[config.mk]
export PLATFORM = sky130hd
export DESIGN_NAME = inference_sequencer
export DESIGN_NICKNAME = d
export VERILOG_FILES = /design/src/rtl/inference_sequencer.sv
export SDC_FILE = /design/constraint.sdc
export NUM_CORES = 1
export LEC_CHECK = 0
export BUFFER_PORTS_ARGS = -buffer_cell sky130_fd_sc_hd__buf_2
export CORE_UTILIZATION = 60
export DETAILED_ROUTE_END_ITERATION = 8
export HOLD_SLACK_MARGIN = 0.08
export PLACE_DENSITY_LB_ADDON = 0.1
export SLEW_MARGIN = 0
export SYNTH_ARGS = -nofsm -noshare
export SYNTH_HDL_FRONTEND = slang
export SYNTH_SLANG_ARGS = --single-unit
[constraint.sdc]
create_clock -name clk -period 8.2 [get_ports clk]
set_input_delay 1.23 -clock clk [delete_from_list [all_inputs] [get_ports clk]]
set_output_delay 1.23 -clock clk [all_outputs]
set_load 0.02 [all_outputs]
[src/rtl/inference_sequencer.sv]
// -----------------------------------------------------------------------------
// inference_sequencer
//
// Top-level controller for the MNIST inference pipeline. A single accepted
// start runs NUM_LAYERS layer engines one after another through start/done
// pulse pairs. Each layer is guarded by an optional watchdog. After the last
// layer the block streams the logits buffer and reports three results:
// - the argmax index;
// - the top-1 value;
// - the top-1 minus top-2 margin.
//
// Ports
//   clk, rst          clock, synchronous active-high reset
//   start             request a run (accepted only while busy=0)
//   timeout_cycles    per-layer watchdog limit, sampled on accepted start
//                     (0 disables the watchdog)
//   busy              run in progress
//   done              one-cycle completion pulse (success or timeout)
//   error, err_layer  last run timed out, and the index of the stuck layer
//   layer_start       one-hot, one-cycle start pulse to layer k
//   layer_done        done pulse from layer k
//   logit_rd/addr     logits memory read strobe and address
//   logit_data        signed read data, valid one cycle after logit_rd
//   predicted_class   argmax index
//   max_logit         signed top-1 value
//   margin            unsigned top-1 minus top-2, one bit wider than a logit
// -----------------------------------------------------------------------------
module inference_sequencer #(
    parameter int NUM_LAYERS  = 2,
    parameter int NUM_CLASSES = 10,
    parameter int LOGIT_W     = 32,
    parameter int TO_W        = 24,
    localparam int LI_W = (NUM_LAYERS > 1) ? $clog2(NUM_LAYERS) : 1,
    localparam int CI_W = (NUM_CLASSES > 1) ? $clog2(NUM_CLASSES) : 1
) (
    input  logic                  clk,
    input  logic                  rst,
    input  logic                  start,
    input  logic [TO_W-1:0]       timeout_cycles,
    output logic                  busy,
    output logic                  done,
    output logic                  error,
    output logic [LI_W-1:0]       err_layer,
    output logic [NUM_LAYERS-1:0] layer_start,
    input  logic [NUM_LAYERS-1:0] layer_done,
    output logic                  logit_rd,
    output logic [CI_W-1:0]       logit_addr,
    input  logic [LOGIT_W-1:0]    logit_data,
    output logic [CI_W-1:0]       predicted_class,
    output logic [LOGIT_W-1:0]    max_logit,
    output logic [LOGIT_W:0]      margin
);

    localparam int SC_W = $clog2(NUM_CLASSES + 1);
    localparam logic signed [LOGIT_W-1:0] MOST_NEG = {1'b1, {(LOGIT_W-1){1'b0}}};

    typedef enum logic [2:0] {
        S_IDLE, S_LSTART, S_LWAIT, S_SCAN, S_FIN, S_FAIL
    } state_t;

    state_t            state, state_nxt;
    logic [LI_W-1:0]   li;
    logic [TO_W-1:0]   to_r;
    logic [TO_W-1:0]   wd_cnt;
    logic [SC_W-1:0]   scan_cnt;
    logic              start_acc;
    logic              li_done;
    logic              li_last;
    logic              wd_expire;
    logic              scan_end;

    // Top-1 minus top-2, sign-extended by one bit so the full signed span
    // (max positive minus most negative) cannot wrap.
    function automatic logic [LOGIT_W:0] calc_margin(
        input logic signed [LOGIT_W-1:0] hi,
        input logic signed [LOGIT_W-1:0] lo
    );
        return {hi[LOGIT_W-1], hi} - {lo[LOGIT_W-1], lo};
    endfunction

    // The done cycle (FIN/FAIL) already reports busy=0, so a start seen there
    // is accepted, which is what gives back-to-back runs with no idle gap.
    assign start_acc = start && ((state == S_IDLE) || (state == S_FIN) || (state == S_FAIL));
    assign li_done   = layer_done[li];
    assign li_last   = (li == LI_W'(NUM_LAYERS - 1));
    // wd_cnt is 0 in the first wait cycle, so reaching limit-1 means the
    // layer has had exactly timeout_cycles wait cycles to answer.
    assign wd_expire = (to_r != '0) && (wd_cnt == (to_r - TO_W'(1)));
    // SCAN runs one extra cycle after the last read to absorb its data.
    assign scan_end  = (scan_cnt == SC_W'(NUM_CLASSES));

    // State register
    always_ff @(posedge clk) begin
        if (rst) begin
            state <= S_IDLE;
        end else begin
            state <= state_nxt;
        end
    end

    // Next-state logic
    always_comb begin
        state_nxt = state;
        unique case (state)
            S_IDLE:   if (start) state_nxt = S_LSTART;
            S_LSTART: state_nxt = S_LWAIT;
            S_LWAIT: begin
                if (li_done)        state_nxt = li_last ? S_SCAN : S_LSTART;
                else if (wd_expire) state_nxt = S_FAIL;
            end
            S_SCAN:   if (scan_end) state_nxt = S_FIN;
            S_FIN,
            S_FAIL:   state_nxt = start ? S_LSTART : S_IDLE;
            default:  state_nxt = S_IDLE;
        endcase
    end

    // Output decode
    always_comb begin
        busy        = 1'b0;
        done        = 1'b0;
        layer_start = '0;
        logit_rd    = 1'b0;
        logit_addr  = '0;
        unique case (state)
            S_LSTART: begin
                busy            = 1'b1;
                layer_start[li] = 1'b1;
            end
            S_LWAIT:  busy = 1'b1;
            S_SCAN: begin
                busy = 1'b1;
                if (!scan_end) begin
                    logit_rd   = 1'b1;
                    logit_addr = CI_W'(scan_cnt);
                end
            end
            S_FIN,
            S_FAIL:   done = 1'b1;
            default:  ;
        endcase
    end

    // Control counters and error status
    always_ff @(posedge clk) begin
        if (rst) begin
            li        <= '0;
            to_r      <= '0;
            wd_cnt    <= '0;
            scan_cnt  <= '0;
            error     <= 1'b0;
            err_layer <= '0;
        end else begin
            if (start_acc) begin
                li        <= '0;
                to_r      <= timeout_cycles;
                error     <= 1'b0;
                err_layer <= '0;
            end else if ((state == S_LWAIT) && li_done && !li_last) begin
                li <= li + LI_W'(1);
            end
            wd_cnt   <= (state == S_LWAIT) ? wd_cnt + TO_W'(1) : '0;
            scan_cnt <= (state == S_SCAN) ? scan_cnt + SC_W'(1) : '0;
            if ((state == S_LWAIT) && !li_done && wd_expire) begin
                error     <= 1'b1;
                err_layer <= li;
            end
        end
    end

    // Stage p1: read data returns one cycle after the strobe
    logic            vld_p1;
    logic [CI_W-1:0] idx_p1;

    always_ff @(posedge clk) begin
        if (rst) vld_p1 <= 1'b0;
        else     vld_p1 <= logit_rd;
    end

    always_ff @(posedge clk) begin
        idx_p1 <= logit_addr;
    end

    logic signed [LOGIT_W-1:0] data_p1;
    logic signed [LOGIT_W-1:0] best_nxt, second_nxt;
    logic [CI_W-1:0]           best_idx_nxt;

    // Stage p2: running best / second-best
    logic signed [LOGIT_W-1:0] best_p2, second_p2;
    logic [CI_W-1:0]           best_idx_p2;

    assign data_p1 = logit_data;

    // Strict '>' on best keeps the lowest index on ties; a value equal to
    // best then lands in second, giving a zero margin.
    always_comb begin
        best_nxt     = best_p2;
        second_nxt   = second_p2;
        best_idx_nxt = best_idx_p2;
        if (idx_p1 == '0) begin
            best_nxt     = data_p1;
            second_nxt   = MOST_NEG;
            best_idx_nxt = '0;
        end else if (data_p1 > best_p2) begin
            second_nxt   = best_p2;
            best_nxt     = data_p1;
            best_idx_nxt = idx_p1;
        end else if (data_p1 > second_p2) begin
            second_nxt   = data_p1;
        end
    end

    always_ff @(posedge clk) begin
        if (vld_p1) begin
            best_p2     <= best_nxt;
            second_p2   <= second_nxt;
            best_idx_p2 <= best_idx_nxt;
        end
    end

    // Result registers: loaded from the last element's update so they are
    // visible together with done in the FIN cycle.
    always_ff @(posedge clk) begin
        if (rst) begin
            predicted_class <= '0;
            max_logit       <= '0;
            margin          <= '0;
        end else if ((state == S_SCAN) && scan_end) begin
            predicted_class <= best_idx_nxt;
            max_logit       <= best_nxt;
            margin          <= calc_margin(best_nxt, second_nxt);
        end
    end

endmodule

==> impl_metrics.py <==
metrics = {
    "yosys": {
        "yosys.cell_types.count": 69,
        "yosys_most_used_dff": "dfxtp_1",
        "synth_async_sr_flop_share_pct": 0,
        "synth_top_cells_by_area": "dfxtp_1 21%, edfxtp_1 16%, ha_1 10%, nor2_1 5.2%, a21oi_1 4.0%",
        "ys_seq_area_share_pct": 37.2,
        "synth-edff-count": 68,
        "synth.net_count": 1597,
        "postSynthAreaPerCell_um2": 8.77,
        "yosysTopAreaCellShare_pct": 21.0,
        "post-synth-top-area-cell": "dfxtp_1",
        "synthesis.instances": 1434,
        "synthesis.yosys.warnings": 0,
        "yosys_register_bits": 200,
        "synth_area_um2": 12600,
    },
    "timing": {
        "tightest_slew_ns": 0.976,
        "min_period_over_period_pct": 86.0,
        "rsz0062_at_grt": "no",
        "final-setup-viol-count": 0,
        "final.setup.tns_ns": 0,
        "post-route-min-period_ns": 7.06,
        "clock-skew-final_ns": 0.0140,
        "slew-limit-headroom_pct": 34.9,
        "max_freq_mhz": 142,
        "final-max-slew-violation-count": 0,
        "report.final.hold_viol_count": 0,
    },
    "layout": {
        "area.sequential_um2": 4690,
        "multi_input_combinational_cell_area_um2": 7340,
        "final.fill_count": 1703,
        "post_layout_nets": 1695,
        "layout-area-overhead-vs-synth_pct": 12.1,
        "final_cell_mix": "175 x nor2_1, 139 x buf_2, 133 x nand2_1",
        "post-route-util_pct": 69.3,
        "drive_gt1_share_pct": 15.3,
        "final_common_cell": "nor2_1",
    },
    "pwr": {
        "power.clock.fraction_pct": 38.7,
        "p_int_mw": 1.62,
        "seqPwrFrac_pct": 46.1,
        "ir_drop_uv": 162,
        "power_frac_comb_pct": 15.2,
        "net-switching-power_uw": 668,
        "power.density_nw_per_um2": 162,
        "leakage_nw": 5.96,
        "sw_frac_of_total_pct": 29.2,
    },
    "floorplan": {
        "rows": 52,
        "number_of_placed_i_o_pins": 141,
        "floorplan.initialDensity_pct": 61.8,
        "core_region_area_um2": 20400,
        "dieWidth_um": 147,
        "height_of_the_chip_um": 147,
        "area_enclosed_by_the_die_boundary_um2": 21500,
    },
    "cts": {
        "clock_insertion_delay_at_the_later_pin_of_the_skew_report_ns": 0.45,
        "postCtsResizedCells": 0,
        "cts_buffer_depth": 2,
        "cts_inserted_buffers": 17,
        "clock_sinks": 200,
        "h-tree-depth": 4,
        "post_cts.repair.setup_buffers": 0,
        "postCtsHoldBufs": 0,
        "clk_pin_slew_worst_paths_ns": 0.08,
        "root_buffer_cell": "clkbuf_16",
        "tritoncts": "built",
    },
    "placement": {
        "place.detailed.hpwl_mm": 23.3,
        "routabilityCongestion": 0.910,
        "place.port_buffers": 140,
    },
    "critical_path": {
        "path_class": "input port to flip-flop",
        "timing.critical_path.mode_cell": "o21bai_1",
        "crit_path_cell_trace": "buf_2 -> ha_1 -> or4_1 -> o211ai_1 -> a21oi_1 -> or4b_1 -> a221oi_1 -> mux2i_4 -> mux2i_1 -> a211oi_1 -> ha_1 -> inv_1 -> fa_1 -> a211oi_1 -> o21bai_1 -> a21oi_1 -> o21bai_1 -> a221oi_1 -> o21bai_1 -> a41oi_1 -> or4_1 -> nand3_1",
        "crit_path_max_fanout": 13,
        "critPathLaunchType": "input port",
        "setup.worst_path.end_class": "flip-flop",
        "timing.critical_path.slowest_stage_cell": "mux2i_4",
        "crit_arrival_ns": 7.40,
        "slowest_delay_ns": 0.73,
        "worst_ep_required_time_ns": 8.54,
    },
    "detailed_routing": {
        "detailroute.via_count": 10800,
        "vias_per_cell": 5.92,
        "drc": 0,
        "first_pass_iteration_count_of_the_detailed_router": 7,
        "drtAntennaViolNets": 0,
        "post_drt_wl_per_cell_um": 17.5,
        "drt_wl_total_mm": 31.7,
        "detailedRoute.firstIterationViolations": 719,
    },
    "global_route": {
        "first_pass_grt_wire_length_mm": 51.4,
        "grt.overflow.total": 0,
        "grt.total_usage_pct": 30.0,
        "grt_start_max_net_pins": 70,
        "initial_antenna_violation_count": 0,
        "via_count_of_the_first_global_routing_pass": 10200,
    },
    "job": {
        "max_cap_viol_count": 0,
    },
    "outcome": {
        "run_status": "complete, no violations",
    },
    "hold_path": {
        "worst_hold_path_type": "flip-flop to flip-flop",
    },
}
## routing by layer
metal,vias to the layer above,global-route usage [%],share of wire [%]
li1,5346,-,-
met1,5045,39.9,46
met2,321,48.7,46
met3,41,5.87,6.3
met4,0,10.4,2.0
met5,-,0,0
## final cells by class
cell class / count / share of cell area (%)
Timing Repair Buffer: 151 / 5.66
Antenna cell: 1 / 0.0177
Clock inverter: 15 / 1.42
Tap cell: 270 / 2.40
Clock buffer: 17 / 3.02
Inverter: 83 / 2.21
Multi-Input combinational cell: 1079 / 52.1
Sequential cell: 200 / 33.2
## stage by stage
stage / total power, mW / setup slack [ns] / instance area (um^2) / hold WS, ns / std cells
after floorplan: 1.32 / 1.73 / 12600 / 0.430 / 1434
after global placement: 1.41 / 0.974 / 13500 / 0.440 / 1783
after detailed placement: 1.42 / 0.820 / 13500 / 0.446 / 1783
after CTS: 2.29 / 1.25 / 14100 / 0.457 / 1815
after global routing: 2.37 / 0.723 / 14100 / 0.483 / 1815
final: 2.29 / 1.14 / 14100 / 0.453 / 1816
## registers in the layout, indices dropped and copies added, names as in the netlist
signal           cells
best_idx_p2          4
max_logit           32
to_r                24
scan_cnt             4
best_p2             32
error                1
err_layer            1
margin              33
idx_p1               4
second_p2           32
li                   1
predicted_class      4
state                3
vld_p1               1
wd_cnt              24
## cell usage after synthesis (4+ instances only)
cell type and n:
nor4_1 10, ha_1 101, a311oi_1 4, or2_2 4, a21oi_1 101, nand4_1 24, dfxtp_1 132, nand2b_1 11
and4_1 7, nand3_1 25, and2_1 6, nand3b_1 7, inv_1 83, mux2_2 31, xnor2_1 46, a211oi_1 41
o211ai_1 5, or3_1 10, edfxtp_1 68, clkbuf_1 67, o21ai_0 37, mux2i_1 43, nor2_1 175, o21a_1 44
nor3b_1 7, o21bai_1 7, xor2_1 24, nand2_1 133, nor3_1 35, nor2b_1 17, a211o_1 37, a21o_1 25
a31oi_1 8, and3_1 11
## final timing paths
path	startpoint	end	slack (ns)	cells past startpoint
max	logit_data[12]	margin[22]	1.14	22
min	margin[23]	margin[23]	0.45	2
max reg2reg	second_p2[12]	margin[22]	1.68	22
min reg2reg	margin[23]	margin[23]	0.45	2
## kinds of logic after synthesis
group	count (synthesis)	synth area share [%]
buffers and inverters	155	4.68
AOI/OAI and AO/OA	333	17.7
adders and majority gates	102	10.2
muxes	75	6.32
DFF	200	37.2
xor gates and xnor gates	70	4.87
and+or+nand+nor	499	18.9
## power by group through the flow
| stage | clock (mW) | combinational, mW | sequential [mW] |
|---|---|---|---|
| after floorplan | 0 | 0.253 | 1.07 |
| final | 0.884 | 0.348 | 1.05 |
| after CTS | 0.893 | 0.345 | 1.05 |
| after global routing | 0.928 | 0.382 | 1.06 |
| after global placement | 0 | 0.338 | 1.08 |
| after detailed placement | 0 | 0.342 | 1.08 |
## worst max-delay path: cells and delay by family
kind | cells | cell delay [ns]
buffers and inverters | 2 | 0.19
multiplexers | 2 | 0.91
adder cells (fa/ha/maj) | 3 | 0.96
AO/OA/AOI/OAI | 11 | 2.90
AND/OR/NAND/NOR | 4 | 1.21
Power figures use the tool's default switching activity.
